**config.mk**
```make
export PLATFORM = sky130hd
export DESIGN_NAME = dca_matrix_block_row_requester
export DESIGN_NICKNAME = d
export VERILOG_FILES = /design/src/rtl/dca_matrix_pkg.sv /design/src/rtl/dca_outstanding_counter.sv /design/src/rtl/dca_matrix_block_row_requester.sv
export SDC_FILE = /design/constraint.sdc
export NUM_CORES = 1
export LEC_CHECK = 0
export ABC_AREA = 1
export BUFFER_PORTS_ARGS = -buffer_cell sky130_fd_sc_hd__clkbuf_2
export CAP_MARGIN = 20
export CORE_MARGIN = 2
export CORE_UTILIZATION = 45
export CTS_CLUSTER_DIAMETER = 200
export DETAILED_ROUTE_END_ITERATION = 10
export HOLD_SLACK_MARGIN = 0.02
export PLACE_DENSITY_LB_ADDON = 0.15
export SYNTH_ARGS = -nofsm -noshare
export SYNTH_HDL_FRONTEND = slang
export SYNTH_SLANG_ARGS = --single-unit
```
**constraint.sdc**
```tcl
create_clock -name clk -period 2.5 [get_ports clk]
set_input_delay 0.25 -clock clk [delete_from_list [all_inputs] [get_ports clk]]
set_output_delay 0.25 -clock clk [all_outputs]
set_load 0.1 [all_outputs]
```
**src/rtl/dca_matrix_pkg.sv**
```systemverilog
// Shared widths, state encoding and helpers for the
// DCA matrix block row requester.
package dca_matrix_pkg;

   localparam int DCA_MATRIX_NUM_ROW  = 8;
   localparam int DCA_MATRIX_NUM_COL  = 8;
   localparam int DCA_BW_ADDR         = 32;
   localparam int DCA_BW_STRIDE       = 16;
   localparam int DCA_BW_ELEM_LOG2    = 3;
   localparam int DCA_MAX_OUTSTANDING = 4;

   typedef enum logic [1:0] {
      ST_IDLE  = 2'd0,
      ST_ISSUE = 2'd1,
      ST_DRAIN = 2'd2
   } dca_req_state_e;

   // Bits needed to index v items; never less than one.
   function automatic int LOG2RU(input int v);
      int r;
      r = 1;
      for (int i = 1; i < 31; i++)
         if ((1 << i) < v) r = i + 1;
      return r;
   endfunction

endpackage

```
**src/rtl/dca_outstanding_counter.sv**
```systemverilog
// In-flight read tracker: up/down counter with limit
// compare and underflow check.
module dca_outstanding_counter
   import dca_matrix_pkg::*;
#(
   parameter int MAX_OUTSTANDING = DCA_MAX_OUTSTANDING
) (
   input  logic clk,
   input  logic rstnn,
   input  logic clear_i,
   input  logic inc_i,
   input  logic dec_i,
   output logic full_o
);

   localparam int CW = LOG2RU(MAX_OUTSTANDING + 1);

   logic [CW-1:0] cnt_q, cnt_d;

   always_comb begin
      cnt_d = cnt_q;
      if (clear_i)
         cnt_d = '0;
      else if (inc_i && !dec_i)
         cnt_d = cnt_q + CW'(1);
      else if (dec_i && !inc_i && cnt_q != '0)
         cnt_d = cnt_q - CW'(1);
   end

   always_ff @(posedge clk or negedge rstnn) begin
      if (!rstnn)
         cnt_q <= '0;
      else
         cnt_q <= cnt_d;
   end

   assign full_o = (cnt_q >= CW'(MAX_OUTSTANDING));

   a_no_underflow: assert property (
      @(posedge clk) disable iff (!rstnn)
      !(dec_i && !clear_i && cnt_q == '0)
   );

endmodule

```
**src/rtl/dca_matrix_block_row_requester.sv**
```systemverilog
// Issues one read per valid row of an accepted block
// descriptor and pulses block_done after the last response.
module dca_matrix_block_row_requester
   import dca_matrix_pkg::*;
#(
   parameter int MATRIX_NUM_ROW  = DCA_MATRIX_NUM_ROW,
   parameter int MATRIX_NUM_COL  = DCA_MATRIX_NUM_COL,
   parameter int BW_ADDR         = DCA_BW_ADDR,
   parameter int BW_STRIDE       = DCA_BW_STRIDE,
   parameter int BW_ELEM_LOG2    = DCA_BW_ELEM_LOG2,
   parameter int MAX_OUTSTANDING = DCA_MAX_OUTSTANDING
) (
   input  logic                              clk,
   input  logic                              rstnn,
   input  logic                              clear,
   input  logic                              blk_valid,
   output logic                              blk_ready,
   input  logic [BW_ADDR-1:0]                blk_addr,
   input  logic [BW_STRIDE-1:0]              blk_stride,
   input  logic [LOG2RU(MATRIX_NUM_ROW)-1:0] blk_num_row_m1,
   input  logic [LOG2RU(MATRIX_NUM_COL)-1:0] blk_num_col_m1,
   input  logic [BW_ELEM_LOG2-1:0]           blk_elem_log2,
   output logic                              req_valid,
   input  logic                              req_ready,
   output logic [BW_ADDR-1:0]                req_addr,
   output logic [BW_ADDR-1:0]                req_bytes,
   output logic [LOG2RU(MATRIX_NUM_ROW)-1:0] req_row,
   output logic                              req_last,
   input  logic                              rsp_valid,
   output logic [LOG2RU(MATRIX_NUM_ROW)-1:0] rsp_row,
   output logic                              rsp_last,
   output logic                              block_done,
   output logic                              busy
);

   localparam int RW = LOG2RU(MATRIX_NUM_ROW);
   localparam int CW = LOG2RU(MATRIX_NUM_COL);

   dca_req_state_e          state_q, state_d;
   logic [BW_ADDR-1:0]      row_addr_q, row_addr_d;
   logic [BW_STRIDE-1:0]    stride_q, stride_d;
   logic [RW-1:0]           nrm1_q, nrm1_d;
   logic [CW-1:0]           ncm1_q, ncm1_d;
   logic [BW_ELEM_LOG2-1:0] elog_q, elog_d;
   logic [RW-1:0]           issue_row_q, issue_row_d;
   logic [RW-1:0]           rsp_cnt_q, rsp_cnt_d;
   logic                    done_q, done_d;

   logic               full;
   logic               in_issue;
   logic               req_fire;
   logic [BW_ADDR-1:0] row_bytes;

   assign in_issue  = (state_q == ST_ISSUE);
   assign busy      = (state_q != ST_IDLE);
   assign blk_ready = (state_q == ST_IDLE);
   assign req_valid = in_issue && !full;
   assign req_fire  = req_valid && req_ready;

   assign row_bytes =
      (BW_ADDR'(ncm1_q) + BW_ADDR'(1)) << elog_q;

   assign req_addr   = row_addr_q;
   assign req_row    = issue_row_q;
   assign req_bytes  = in_issue ? row_bytes : '0;
   assign req_last   = in_issue && (issue_row_q == nrm1_q);
   assign rsp_row    = rsp_cnt_q;
   assign rsp_last   = busy && (rsp_cnt_q == nrm1_q);
   assign block_done = done_q;

   always_comb begin
      state_d     = state_q;
      row_addr_d  = row_addr_q;
      stride_d    = stride_q;
      nrm1_d      = nrm1_q;
      ncm1_d      = ncm1_q;
      elog_d      = elog_q;
      issue_row_d = issue_row_q;
      rsp_cnt_d   = rsp_cnt_q;
      done_d      = 1'b0;
      if (clear) begin
         state_d     = ST_IDLE;
         issue_row_d = '0;
         rsp_cnt_d   = '0;
      end else begin
         unique case (state_q)
            ST_IDLE: begin
               if (blk_valid) begin
                  row_addr_d  = blk_addr;
                  stride_d    = blk_stride;
                  nrm1_d      = blk_num_row_m1;
                  ncm1_d      = blk_num_col_m1;
                  elog_d      = blk_elem_log2;
                  issue_row_d = '0;
                  rsp_cnt_d   = '0;
                  state_d     = ST_ISSUE;
               end
            end
            ST_ISSUE: begin
               if (req_fire) begin
                  row_addr_d  = row_addr_q + BW_ADDR'(stride_q);
                  issue_row_d = issue_row_q + RW'(1);
                  if (req_last) state_d = ST_DRAIN;
               end
            end
            ST_DRAIN: ;
            default: state_d = ST_IDLE;
         endcase
         // Final response wins over any issue-side transition.
         if (busy && rsp_valid) begin
            rsp_cnt_d = rsp_cnt_q + RW'(1);
            if (rsp_last) begin
               rsp_cnt_d = '0;
               done_d    = 1'b1;
               state_d   = ST_IDLE;
            end
         end
      end
   end

   always_ff @(posedge clk or negedge rstnn) begin
      if (!rstnn) begin
         state_q     <= ST_IDLE;
         row_addr_q  <= '0;
         stride_q    <= '0;
         nrm1_q      <= '0;
         ncm1_q      <= '0;
         elog_q      <= '0;
         issue_row_q <= '0;
         rsp_cnt_q   <= '0;
         done_q      <= 1'b0;
      end else begin
         state_q     <= state_d;
         row_addr_q  <= row_addr_d;
         stride_q    <= stride_d;
         nrm1_q      <= nrm1_d;
         ncm1_q      <= ncm1_d;
         elog_q      <= elog_d;
         issue_row_q <= issue_row_d;
         rsp_cnt_q   <= rsp_cnt_d;
         done_q      <= done_d;
      end
   end

   dca_outstanding_counter #(
      .MAX_OUTSTANDING(MAX_OUTSTANDING)
   ) u_outstanding (
      .clk     (clk),
      .rstnn   (rstnn),
      .clear_i (clear),
      .inc_i   (req_fire),
      .dec_i   (rsp_valid),
      .full_o  (full)
   );

endmodule

```
* After elaboration in Yosys (flattened, before gate mapping)
Cells that the tools add are included.
** Operators by class
- Bitwise operators :: 1
- $lt $le $gt $ge :: 1
- Mux-type cells :: 25
- Shift operators :: 1
- Reductions and logical operators :: 23
- Eq/ne operators :: 8
- Add/sub/neg operators :: 6
** Operators by type and width (number)
- two-way mux 32 bit :: 3
- one-hot mux 32 bit (2 select lines) :: 1
- adder 32 x 16 -> 32 bit :: 1
- left shift 4 x 3 -> 32 bit :: 1
- two-way mux 3 bit :: 10
- nonzero test 3 bit :: 5
- two-way mux 2 bit :: 6
- adder 3 x 1 -> 3 bit, second input constant :: 3
- logical AND 1 bit :: 8
- == test 3 bit :: 2
- one-hot mux 2 bit (3 select lines) :: 1
- one-hot mux 3 bit (2 select lines) :: 1
- AND reduction 3 bit :: 2
- adder 3 x 1 -> 4 bit, second input constant :: 1
- AND reduction 4 bit :: 1
- nonzero test 2 bit :: 2
- greater-or-equal comparator 3 bit, second input constant :: 1
- zero test 1 bit :: 3
- two-way mux 1 bit :: 3
- inequality test 3 x 2 -> 1 bit, second input constant :: 1
- inequality test 3 bit, second input constant :: 1
- subtractor 3 x 1 -> 3 bit, second input constant :: 1
- == test 2 x 1 -> 1 bit, second input constant :: 1
- == test 2 bit, second input constant :: 1
- other kinds (5) :: 5
** Storage, ports and cells
- Output and inout port bits :: 76
- Word-level logic and storage cells :: 75
- Input port bits :: 63
- Flip-flop bits (word level) :: 69

* Depth between registers and ports, before layout
Gate-level depths: netlist (run 1).
- Depth after elaboration :: 10
- Mapped depth :: 15
- Mapped depth without buffers :: 15

* By module
From an unflattened synthesis (run 1), not the netlist that was laid out.
** Unflattened totals
- Cell total of the unflattened synthesis :: 833
- Area total of the unflattened synthesis :: 5288.8 um2
** By module, submodules not included
- dca_matrix_block_row_requester :: area an instance 5037.3 um2, instances 1, cells each 798, sequential area each 1651.6 um2
- dca_outstanding_counter :: area an instance 251.5 um2, instances 1, cells each 35, sequential area each 75.1 um2

* Least setup slack after synthesis (run 1)
OpenSTA, ideal clock, no wires.
- Path kind :: reg-to-reg
- Start point :: register issue_row_q[0] (netlist: req_row[0])
- End point :: register state_q[0]
- Clock period less this slack :: 3088 ps
- Library setup time :: 129 ps
- Setup slack :: -588 ps
- Stages on the path, launching flop included :: 7
- Path buffers :: 0
- Arrival time :: 2959 ps
- Required time :: 2371 ps
- Cells stage by stage :: dfrtp_1 xnor2_1 nand3_1 nor2_1 o21ai_0 nand2_1 a21oi_1
** Between the ends
- Word-level cells in the longest chain between the ends :: 8
** RTL lines
- from (decl) :: line dca_matrix_block_row_requester.sv:45 : logic [RW-1:0] issue_row_q, issue_row_d;
- from (signal assigned) :: line dca_matrix_block_row_requester.sv:139 : issue_row_q <= issue_row_d;
- == test 3 bit (*) :: line dca_matrix_block_row_requester.sv:66 : assign req_last = in_issue && (issue_row_q == nrm1_q);
- logical AND 1 bit (*) :: line dca_matrix_block_row_requester.sv:66
- named net req_last :: line dca_matrix_block_row_requester.sv:28 : output logic req_last,
- two-way mux 2 bit (*) :: line dca_matrix_block_row_requester.sv:103 : if (req_last) state_d = ST_DRAIN;
- two-way mux 2 bit (*) :: line dca_matrix_block_row_requester.sv:100 : if (req_fire) begin
- one-hot mux 2 bit (3 select lines) (*) :: line dca_matrix_block_row_requester.sv:86 : unique case (state_q)
- two-way mux 2 bit :: line dca_matrix_block_row_requester.sv:112 : if (rsp_last) begin
- two-way mux 2 bit (*) :: line dca_matrix_block_row_requester.sv:110 : if (busy && rsp_valid) begin
- two-way mux 2 bit (*) :: line dca_matrix_block_row_requester.sv:81 : if (clear) begin
- named net state_d[0] :: line dca_matrix_block_row_requester.sv:39 : dca_req_state_e state_q, state_d;
- to (signal assigned) :: line dca_matrix_block_row_requester.sv:133 : state_q <= state_d;
- to (decl) :: line dca_matrix_block_row_requester.sv:39
The timed path passes the listed nets; every way through them passes the cells marked *.
A chain may end at the register's enable or synchronous reset.

* Worst setup path in the final report (run 1)
- Start point :: register ncm1_q[0]
- End point :: output req_bytes[4]
** Between the ends
- Word-level cells in the longest chain between the ends :: 3
** RTL lines
- from (decl) :: line dca_matrix_block_row_requester.sv:43 : logic [CW-1:0] ncm1_q, ncm1_d;
- from (signal assigned) :: line dca_matrix_block_row_requester.sv:137 : ncm1_q <= ncm1_d;
- adder 3 x 1 -> 4 bit :: line dca_matrix_block_row_requester.sv:61 : (BW_ADDR'(ncm1_q) + BW_ADDR'(1)) << elog_q;
- left shift 4 x 3 -> 32 bit :: line dca_matrix_block_row_requester.sv:61
- two-way mux 32 bit :: line dca_matrix_block_row_requester.sv:65 : assign req_bytes = in_issue ? row_bytes : '0;
- to (decl) :: line dca_matrix_block_row_requester.sv:26 : output logic [BW_ADDR-1:0] req_bytes,
No other way between the ends.

==> impl_metrics.json, run 1 <==
{
  "relSlewSlack": 0.573,
  "final_nets": 972,
  "die_area_um2": 12600,
  "seqCellArea_um2": 1730,
  "wl_per_cell_um": 14.3,
  "synth_top_cell_area_share": 0.327,
  "cp-end-kind": "output pin",
  "grt_first_pass_wirelength_mm": 24.7,
  "tightest_slew_ps": 640,
  "synthTopCellsByArea": "dfrtp_1, nand2_1, inv_1, nor2_1, nand3_1",
  "switching_share": 0.548,
  "io_buffers": 117,
  "worstPathCellList": "ha_1 > xnor2_1 > nand2_1 > o21ai_0 > nand2_1 > o21ai_0 > o22ai_1 > buf_12",
  "worstPathRequired_ps": 2250,
  "reg2reg_slack_ps": 370,
  "yosysWarnings": 0,
  "rr_endpoint": "req_addr[13]$_DFFE_PN0P_",
  "final_hold_viol_count": 0,
  "min_period_ps": 2190,
  "finalClockSkew_ps": 9.51,
  "netSwitchingPower_mw": 4.18,
  "final_cell_mix": "nand2_1, clkbuf_2, inv_1",
  "path_buf_inv": 1,
  "ios": 139,
  "status": "finished clean",
  "cts-buffers-inserted": 9,
  "rows": 39,
  "start_util": 0.462,
  "clock_sinks": 69,
  "dr.pass1.iters": 7,
  "hold_depth": 2,
  "postSynthAreaPerCell_um2": 6.85,
  "mostFrequentLayoutCell": "nand2_1",
  "crit_path_start": "ncm1_q[0]$_DFFE_PN0P_",
  "max_freq_ghz": 0.456,
  "power.leakage_nw": 3.53,
  "hold_path.class": "primary input to flip-flop",
  "worstPathArrival_ps": 1940,
  "hpwl_mm": 11.5,
  "cp_slowest_cell": "dfrtp_1",
  "core_um2": 11400,
  "grt_pass1_vias": 5093,
  "area.growth.synth_to_final_pct": 22.1,
  "syn_inst": 771,
  "drv_slew": 0,
  "root_buffer": "clkbuf_16",
  "reg2reg_depth": 9,
  "synth_area_um2": 5280,
  "synthArstFlopShare": 1.00,
  "fillers": 1104,
  "cts_tree": "yes",
  "drt-vias-per-instance": 5.00,
  "grt_max_degree": 43,
  "cp-start-kind": "flip-flop",
  "p_int_mw": 3.44,
  "cp_top_family": "compound AO/OA/AOI/OAI gates",
  "synth_edf_count": 0,
  "overflow": 0,
  "drcViolationCount": 0,
  "pwr-share-clk": 0.200,
  "worstReg2RegStart": "state_q[1]$_DFF_PN0_",
  "setup_slack_ps": 306,
  "ys_ff_latch": 69,
  "num_antenna_cells": 0,
  "pre_cts_ws_ps": 367,
  "routed-via-count": 5178,
  "criticalPathCategory": "flip-flop to output pin",
  "crit_end": "req_bytes[4]",
  "wirelength_mm": 14.8,
  "drt-initial-drc-count": 274,
  "drtAntennaViolNets": 0,
  "multi_input_area_um2": 2990,
  "worstSetupPathDepth": 8,
  "ys_seq_area_frac": 0.327,
  "antenna_found_initial": 0,
  "htreeDepth": 3,
  "maxCapViolations": 0,
  "comb_power_share": 0.573,
  "ir_drop_uv": 769,
  "synth_area_leader_cell": "dfrtp_1",
  "place_congestion": 0.993,
  "max_stage_delay_ps": 420,
  "ctsResizeCount": 0,
  "worstPathMaxFanout": 5,
  "clk_path_buf_depth": 2,
  "post-route-util": 0.565,
  "grt_setup_unrepaired": "no",
  "p_seq_frac": 0.227,
  "clkTransAtPathRegs_ps": 60,
  "track_usage": 0.244,
  "p_per_area_nw_per_um2": 1180,
  "ys.flop_type": "dfrtp_1",
  "die_h_um": 112,
  "setup_violations": 0,
  "drive_gt1_frac": 0.214,
  "post_cts_buffers": 0,
  "clkLatencyLatePin_ps": 350,
  "yosysUniqueCellTypes": 37,
  "period_share": 0.877,
  "die_x_um": 112
}
-- timing repair --
action                                  4_1_cts  5_1_grt
endpoints found under the setup margin        0        0
endpoints found under the hold margin        22        0
hold buffers                                  1        0
-- layout make-up --
class                   count  share of cell area
clock inverters             7              0.0190
clock buffers               9              0.0349
flip-flops and latches     69               0.268
well taps                 143              0.0278
repair buffers            124               0.127
inverters                 103              0.0604
multi-input cells         581               0.463
-- cell families (layout without fill, tap and decap cells) --
| kind of cell | count (synthesis) | in the layout | synth area share |
|---|---|---|---|
| AOI/OAI and AO/OA | 86 | 86 | 0.0927 |
| adders and majority gates | 21 | 21 | 0.0526 |
| other | 1 | 21 | 0.000710 |
| xor gates and xnor gates | 18 | 18 | 0.0299 |
| buffers and inverters | 141 | 243 | 0.124 |
| muxes | 22 | 22 | 0.0469 |
| DFF | 69 | 69 | 0.327 |
| and+or+nand+nor | 413 | 413 | 0.326 |
-- sequential cells by signal, summed over array words and instances, names as in the netlist --
signal,flops
elog_q,3
nrm1_q,3
ncm1_q,3
stride_q,16
u_outstanding.cnt_q,3
rsp_row,3
state_q,2
req_row,3
block_done,1
req_addr,32
-- metal layers --
layer,part of all wire,track usage
met5,0,0
met4,0.018,0.0740
met3,0.063,0.0675
met2,0.48,0.414
met1,0.44,0.302
-- worst min-delay path by stage --
stage / startpoint / to / slack (ps)
finish: blk_stride[6] / stride_q[6]$_DFFE_PN0P_ / 110
global route: blk_stride[6] / stride_q[6]$_DFFE_PN0P_ / 110
CTS: blk_stride[6] / stride_q[6]$_DFFE_PN0P_ / 110
detailed placement: rstnn / stride_q[12]$_DFFE_PN0P_ / 310
global placement: rstnn / req_addr[10]$_DFFE_PN0P_ / 310
floorplan: rstnn / block_done$_DFF_PN0_ / -50
-- cell usage after synthesis (6+ instances only) --
master / number
mux2_2: 21
nand3_1: 52
inv_1: 100
nand2_1: 233
or2_2: 16
ha_1: 19
xor2_1: 9
o21ai_0: 35
nor2_1: 92
dfrtp_1: 69
a21oi_1: 24
buf_4: 22
xnor2_1: 9
buf_2: 6
o21ai_1: 6
-- worst reg2reg max path: stages (launching register included) --
cell and delay (ps):
dfrtp_1 410, inv_1 100, nand2_2 170, nor2_2 170, nand2_2 100, nand2_4 100
nand2_4 150, inv_2 430, or2_2 190, a21boi_0 210
-- stage by stage --
stage                     instance area (um^2)  std cells  total power, mW  setup TNS [ps]  hold slack, ps
after global placement                    6090       1019             6.03               0             306
after floorplan                           5370        791             5.15           -1290           -45.6
after detailed placement                  6090       1019             6.09               0             313
after global routing                      6450       1036             8.10               0             109
final                                     6450       1036             7.62               0             113
after CTS                                 6450       1036             7.64               0             110
-- power groups by stage --
stage                     registers, mW  clock network [mW]  logic [mW]
after floorplan                    2.92                   0        2.23
after global routing               1.76                1.59        4.75
after CTS                          1.72                1.55        4.36
after detailed placement           1.74                   0        4.35
after global placement             1.73                   0        4.30
final                              1.73                1.52        4.37
Note: power is estimated with default switching activity, not from simulation.
==> run 2, diff against run 1 <==
--- a/config.mk
+++ b/config.mk
@@ -16,2 +16,3 @@
 export PLACE_DENSITY_LB_ADDON = 0.15
+export SLEW_MARGIN = 20
 export SYNTH_ARGS = -nofsm -noshare
==> constraint.sdc (replaced) <==
create_clock -name clk -period 2.5 [get_ports clk]
set_input_delay 0.5 -clock clk [delete_from_list [all_inputs] [get_ports clk]]
set_output_delay 0.5 -clock clk [all_outputs]
set_load 0.1 [all_outputs]
==> run 2 against run 1 <==
Against the previous run: global-route usage is 0.63 points lower; clock skew shrank 3.5 ps; routed wire length down 1.3%; non-clock buffer count unchanged; worst hold slack better by 110 ps; sequential cell count did not move; clock power shrank 9.9%; cell count unchanged; largest cell class unchanged.
==> impl_metrics.json, run 2 (same netlist as run 1, synthesis figures left out) <==
{
  "worstPathArrival_ps": 1880,
  "rr_endpoint": "req_addr[16]$_DFFE_PN0P_",
  "maxCapViolations": 0,
  "start_util": 0.462,
  "cts_tree": "yes",
  "routed-via-count": 5266,
  "reg2reg_depth": 12,
  "setup_slack_ps": 120,
  "min_period_ps": 2380,
  "drive_gt1_frac": 0.222,
  "clkLatencyLatePin_ps": 340,
  "ctsResizeCount": 0,
  "rows": 39,
  "pre_cts_ws_ps": 326,
  "drv_slew": 0,
  "drtAntennaViolNets": 0,
  "period_share": 0.952,
  "largest_register_ffs": 32,
  "hold_buffers": 0,
  "power.leakage_nw": 3.53,
  "worstPathMaxFanout": 10,
  "cp-end-kind": "output pin",
  "criticalPathCategory": "flip-flop to output pin",
  "die_x_um": 112,
  "ir_drop_uv": 585,
  "num_antenna_cells": 0,
  "relSlewSlack": 0.500,
  "mostFrequentLayoutCell": "nand2_1",
  "area.growth.synth_to_final_pct": 22.1,
  "status": "finished clean",
  "final_nets": 972,
  "clk_path_buf_depth": 2,
  "hold_path.class": "primary input to asynchronous set/reset pin",
  "wl_per_cell_um": 14.1,
  "cp-start-kind": "flip-flop",
  "place_congestion": 1.04,
  "worstReg2RegStart": "req_addr[0]$_DFFE_PN0P_",
  "wirelength_mm": 14.6,
  "reg2reg_slack_ps": 270,
  "root_buffer": "clkbuf_16",
  "ios": 139,
  "post_cts_buffers": 0,
  "max_freq_ghz": 0.420,
  "tightest_slew_ps": 750,
  "die_h_um": 112,
  "p_per_area_nw_per_um2": 1160,
  "drcViolationCount": 0,
  "final_cell_mix": "nand2_1, clkbuf_2, inv_1",
  "core_um2": 11400,
  "antenna_found_initial": 0,
  "grt_max_degree": 43,
  "hpwl_mm": 11.6,
  "track_usage": 0.237,
  "dr.pass1.iters": 8,
  "drt-initial-drc-count": 293,
  "drt-vias-per-instance": 5.08,
  "post-route-util": 0.565,
  "worstPathRequired_ps": 2000,
  "io_buffers": 117,
  "grt_first_pass_wirelength_mm": 24.2,
  "cts-buffers-inserted": 9,
  "finalClockSkew_ps": 6.02,
  "final_hold_viol_count": 0,
  "overflow": 0,
  "die_area_um2": 12600,
  "clock_sinks": 69,
  "grt_pass1_vias": 5167,
  "setup_violations": 0,
  "htreeDepth": 3,
  "clkTransAtPathRegs_ps": 60,
  "grt_setup_unrepaired": "no"
}
[run 2: cell count changes in the layout (fill, tap and decap cells not counted), moves of 2 or more]
cell | before | now
o22ai_1 | 4 | 2
clkbuf_2 | 105 | 103
nor2_1 | 91 | 89
o21ai_0 | 35 | 32
o21ai_2 | 0 | 2
nor2_2 | 2 | 4
o22ai_2 | 1 | 3
buf_4 | 5 | 7
[run 2: metrics by stage]
stage	setup TNS [ps]	total power [mW]	cells	cell area, um^2	hold slack (ps)
finish	0	7.49	1036	6450	227
global route	0	7.97	1036	6450	281
CTS	0	7.46	1036	6410	249
detailed placement	0	6.07	1020	6100	500
global placement	0	6.01	1020	6100	498
floorplan	-15670	5.15	791	5370	204
[run 2: routing by layer]
metal  track usage  vias up  wire (um)
li1              -     2625          -
met4         0.109        0        495
met3        0.0400       39        830
met2         0.392      169       6860
met5             0        -          0
met1         0.305     2433       6400
[run 2: power breakdown]
part | total (mW) | internal (mW) | switching [mW]
clock | 1.37 | 0.871 | 0.501
sequential | 1.72 | 1.40 | 0.317
combinational | 4.40 | 1.08 | 3.32
[run 2: worst max path at each step]
stage                                       start                  endpoint  slack [ps]  cells after the start
after global placement    req_addr[0]$_DFFE_PN0P_  req_addr[16]$_DFFE_PN0P_         400                     12
after global routing        ncm1_q[0]$_DFFE_PN0P_              req_bytes[4]           2                      8
after floorplan              state_q[0]$_DFF_PN0_                  rsp_last        -530                      6
final                        state_q[1]$_DFF_PN0_              req_bytes[5]         120                      6
after detailed placement  req_addr[0]$_DFFE_PN0P_  req_addr[16]$_DFFE_PN0P_         330                     12
after CTS                   ncm1_q[0]$_DFFE_PN0P_              req_bytes[4]          30                      8
[run 2: critical path: stages (launching register included)]
cell	delay, ps
dfrtp_1	400
inv_1	100
nand2_2	190
inv_1	130
nand2_1	200
o22ai_2	310
buf_12	210
[run 2: final cells by class]
class | instances | area (um^2)
Clock inverter | 6 | 87.6
Tap cell | 143 | 179
Sequential cell | 69 | 1730
Multi-Input combinational cell | 581 | 3020
Inverter | 103 | 387
Clock buffer | 10 | 229
Fill cell | 1131 | 4970
Timing Repair Buffer | 124 | 818
==> run 3, diff against run 2 <==
- ABC_AREA: 1 -> 0
- CORE_MARGIN: 2 -> 5
==> run 3 against run 2 <==
Against the previous run: the flow now finishes with violations (setup timing); critical path depth rose by 2; first-iteration DRC count grew 16%; die area rose by 0.96%; area after synthesis shrank 9.8%; clock skew up 8.4 ps; utilization grew 5.8 points; routed wire length fell by 2.2%; setup slack worse by 160 ps; critical endpoint is now req_addr[20]$_DFFE_PN0P_.
==> impl_metrics.json, run 3 <==
{
  "final_area_um2": 6430,
  "drv_slew": 0,
  "maxCapViolations": 0,
  "p_int_mw": 4.47,
  "synthTopCellsByArea": "dfrtp_1, nand2_1, ha_1, a21oi_1, buf_4",
  "clock_sinks": 69,
  "drt-met1-wl_mm": 6.05,
  "area.growth.synth_to_final_pct": 35.0,
  "rows": 37,
  "setup_slack_ps": -36.2,
  "wl_per_cell_um": 16.3,
  "hold_buffers": 0,
  "dr_wl_met3_um": 966,
  "io_buffers": 117,
  "dr.pass1.iters": 5,
  "grt_pass1_vias": 4752,
  "ir_drop_uv": 846,
  "path_buf_inv": 0,
  "p_per_area_nw_per_um2": 1590,
  "pwr-share-clk": 0.096,
  "period_share": 1.01,
  "ios": 139,
  "criticalPathCategory": "flip-flop to flip-flop",
  "violations": "setup timing",
  "top_layer": "met4",
  "yosysUniqueCellTypes": 63,
  "fillers": 920,
  "status": "complete, but fails checks",
  "tightest_slew_ps": 715,
  "cts-buffers-inserted": 9,
  "largest_register_ffs": 32,
  "fin_tns_setup_ps": -96.4,
  "syn_inst": 589,
  "cp_slowest_cell": "dfrtp_4",
  "max_freq_ghz": 0.394,
  "grt_first_pass_wirelength_mm": 23.0,
  "grt_max_degree": 70,
  "antenna_found_initial": 0,
  "netSwitchingPower_mw": 5.77,
  "synth_area_leader_cell": "dfrtp_1",
  "drcViolationCount": 0,
  "ys.flop_type": "dfrtp_1",
  "die_h_um": 113,
  "drt-initial-drc-count": 339,
  "cp-end-kind": "flip-flop",
  "hpwl_mm": 10.3,
  "ys_seq_area_frac": 0.363,
  "max_stage_delay_ps": 490,
  "drt-vias-per-instance": 5.63,
  "die_area_um2": 12700,
  "postSynthAreaPerCell_um2": 8.08,
  "comb_power_share": 0.689,
  "drive_gt1_frac": 0.350,
  "final_hold_viol_count": 0,
  "holdWs_ps": 134,
  "cp_top_family": "compound AO/OA/AOI/OAI gates",
  "final_nets": 819,
  "wl_met2_mm": 7.04,
  "finalClockSkew_ps": 14.4,
  "synth_edf_count": 0,
  "routed-via-count": 4930,
  "num_antenna_cells": 0,
  "root_buffer": "clkbuf_8",
  "mostFrequentLayoutCell": "nand2_1",
  "yosys-top-cells-count": "nand2_1, dfrtp_1, nor2_1",
  "drtAntennaViolNets": 0,
  "wirelength_mm": 14.3,
  "synth_area_um2": 4760,
  "worstPathRequired_ps": 2730,
  "htreeDepth": 3,
  "synth_top_cell_area_share": 0.363,
  "worstPathArrival_ps": 2770,
  "synth_most_common_cell": "nand2_1",
  "hold_path.class": "primary input to asynchronous set/reset pin",
  "overflow": 0,
  "cts_tree": "yes",
  "place_congestion": 0.876,
  "min_period_ps": 2540,
  "power.leakage_nw": 2.98,
  "ys_ff_latch": 69,
  "grt_setup_unrepaired": "yes",
  "track_usage": 0.219,
  "worstPathMaxFanout": 3,
  "clkTransAtPathRegs_ps": 90,
  "die_x_um": 113,
  "relSlewSlack": 0.523,
  "start_util": 0.461,
  "worstPathCellList": "ha_4 > fa_2 > a21o_1 > a221oi_4 > o211ai_4 > a221o_2 > nor4b_4 > o311a_1",
  "p_seq_frac": 0.215,
  "synthArstFlopShare": 1.00,
  "clkLatencyLatePin_ps": 350,
  "core_um2": 10300,
  "setup_violations": 4,
  "cp-start-kind": "flip-flop",
  "pre_cts_ws_ps": -89.9,
  "clk_path_buf_depth": 2,
  "yosysWarnings": 0,
  "dpl_cell_area_um2": 5940,
  "switching_share": 0.563,
  "final_cell_mix": "nand2_1, clkbuf_2, buf_4"
}
-- run 3: changes by cell type after synthesis, moves of 8 or more --
cell / before / now
nand2_1: 233 / 130
inv_1: 100 / 6
nor2_1: 92 / 41
nand3_1: 52 / 28
mux2_2: 21 / 1
clkbuf_1: 5 / 23
or2_2: 16 / 1
and3_1: 0 / 13
nor3_1: 5 / 17
or3_1: 0 / 11
a21oi_1: 24 / 34
a31oi_1: 0 / 10
o21ai_0: 35 / 27
-- run 3: worst register-to-register path: stages (launching register included) --
cell and delay [ps]:
dfrtp_4 490, ha_4 170, fa_2 330, a21o_1 200, a221oi_4 300, o211ai_4 110, a221o_2 390, nor4b_4 140
o311a_1 280
-- run 3: final cells by class --
cell class | instances | area (um^2) | area share
flip-flops and latches | 69 | 1770 | 0.275
clock inverters | 5 | 57.6 | 0.00895
repair buffers | 169 | 1160 | 0.181
well taps | 136 | 170 | 0.0265
inverters | 6 | 22.5 | 0.00350
multi-input cells | 480 | 3100 | 0.482
clock buffers | 11 | 151 | 0.0236
-- run 3: worst paths after layout --
check	from	to	slack, ps	cells past startpoint
max reg2reg	req_addr[0]$_DFFE_PN0P_	req_addr[20]$_DFFE_PN0P_	-40	8
max	req_addr[0]$_DFFE_PN0P_	req_addr[20]$_DFFE_PN0P_	-40	8
min reg2reg	stride_q[8]$_DFFE_PN0P_	stride_q[8]$_DFFE_PN0P_	490	2
min in group clk	blk_stride[5]	stride_q[5]$_DFFE_PN0P_	340	3
max in group asynchronous	rstnn	req_addr[8]$_DFFE_PN0P_	1980	2
min	rstnn	req_addr[30]$_DFFE_PN0P_	130	2
-- run 3: metrics by stage --
step | total power [mW] | utilization | instances
after global routing | 10.9 | 0.623 | 876
final | 10.2 | 0.623 | 876
after detailed placement | 8.70 | 0.575 | 842
after global placement | 8.55 | 0.575 | 842
after floorplan | 7.18 | - | 609
after CTS | 9.90 | 0.606 | 864
-- run 3: per-layer routing --
layer,vias up,GRT usage
met3,18,0.0417
li1,2348,-
met2,195,0.371
met5,-,0
met4,0,0.0649
met1,2369,0.283
-- run 3: cell families after synthesis --
family          share of synthesized area
simple gates                        0.279
fa+ha+maj                          0.0583
mux                                0.0108
flops                               0.363
other cells                      0.000788
xor+xnor                           0.0331
compound gates                      0.186
buf+inv                            0.0689
-- run 3: what timing repair did --
item / 4_1_cts / 5_1_grt
endpoints found under the setup margin: 11 / 21
buffers inserted: 6 / 12
resized for setup: 8 / 18
pin swaps: 6 / 14
gates cloned: 0 / 0
-- run 3: power groups by stage --
stage	Combinational (mW)	Sequential, mW	Clock (mW)
5_1_grt	7.57	2.28	1.04
2_1_floorplan	3.33	3.86	0
4_1_cts	6.72	2.19	0.993
3_3_place_gp	6.41	2.14	0
6_report	7.06	2.21	0.979
3_5_place_dp	6.51	2.19	0
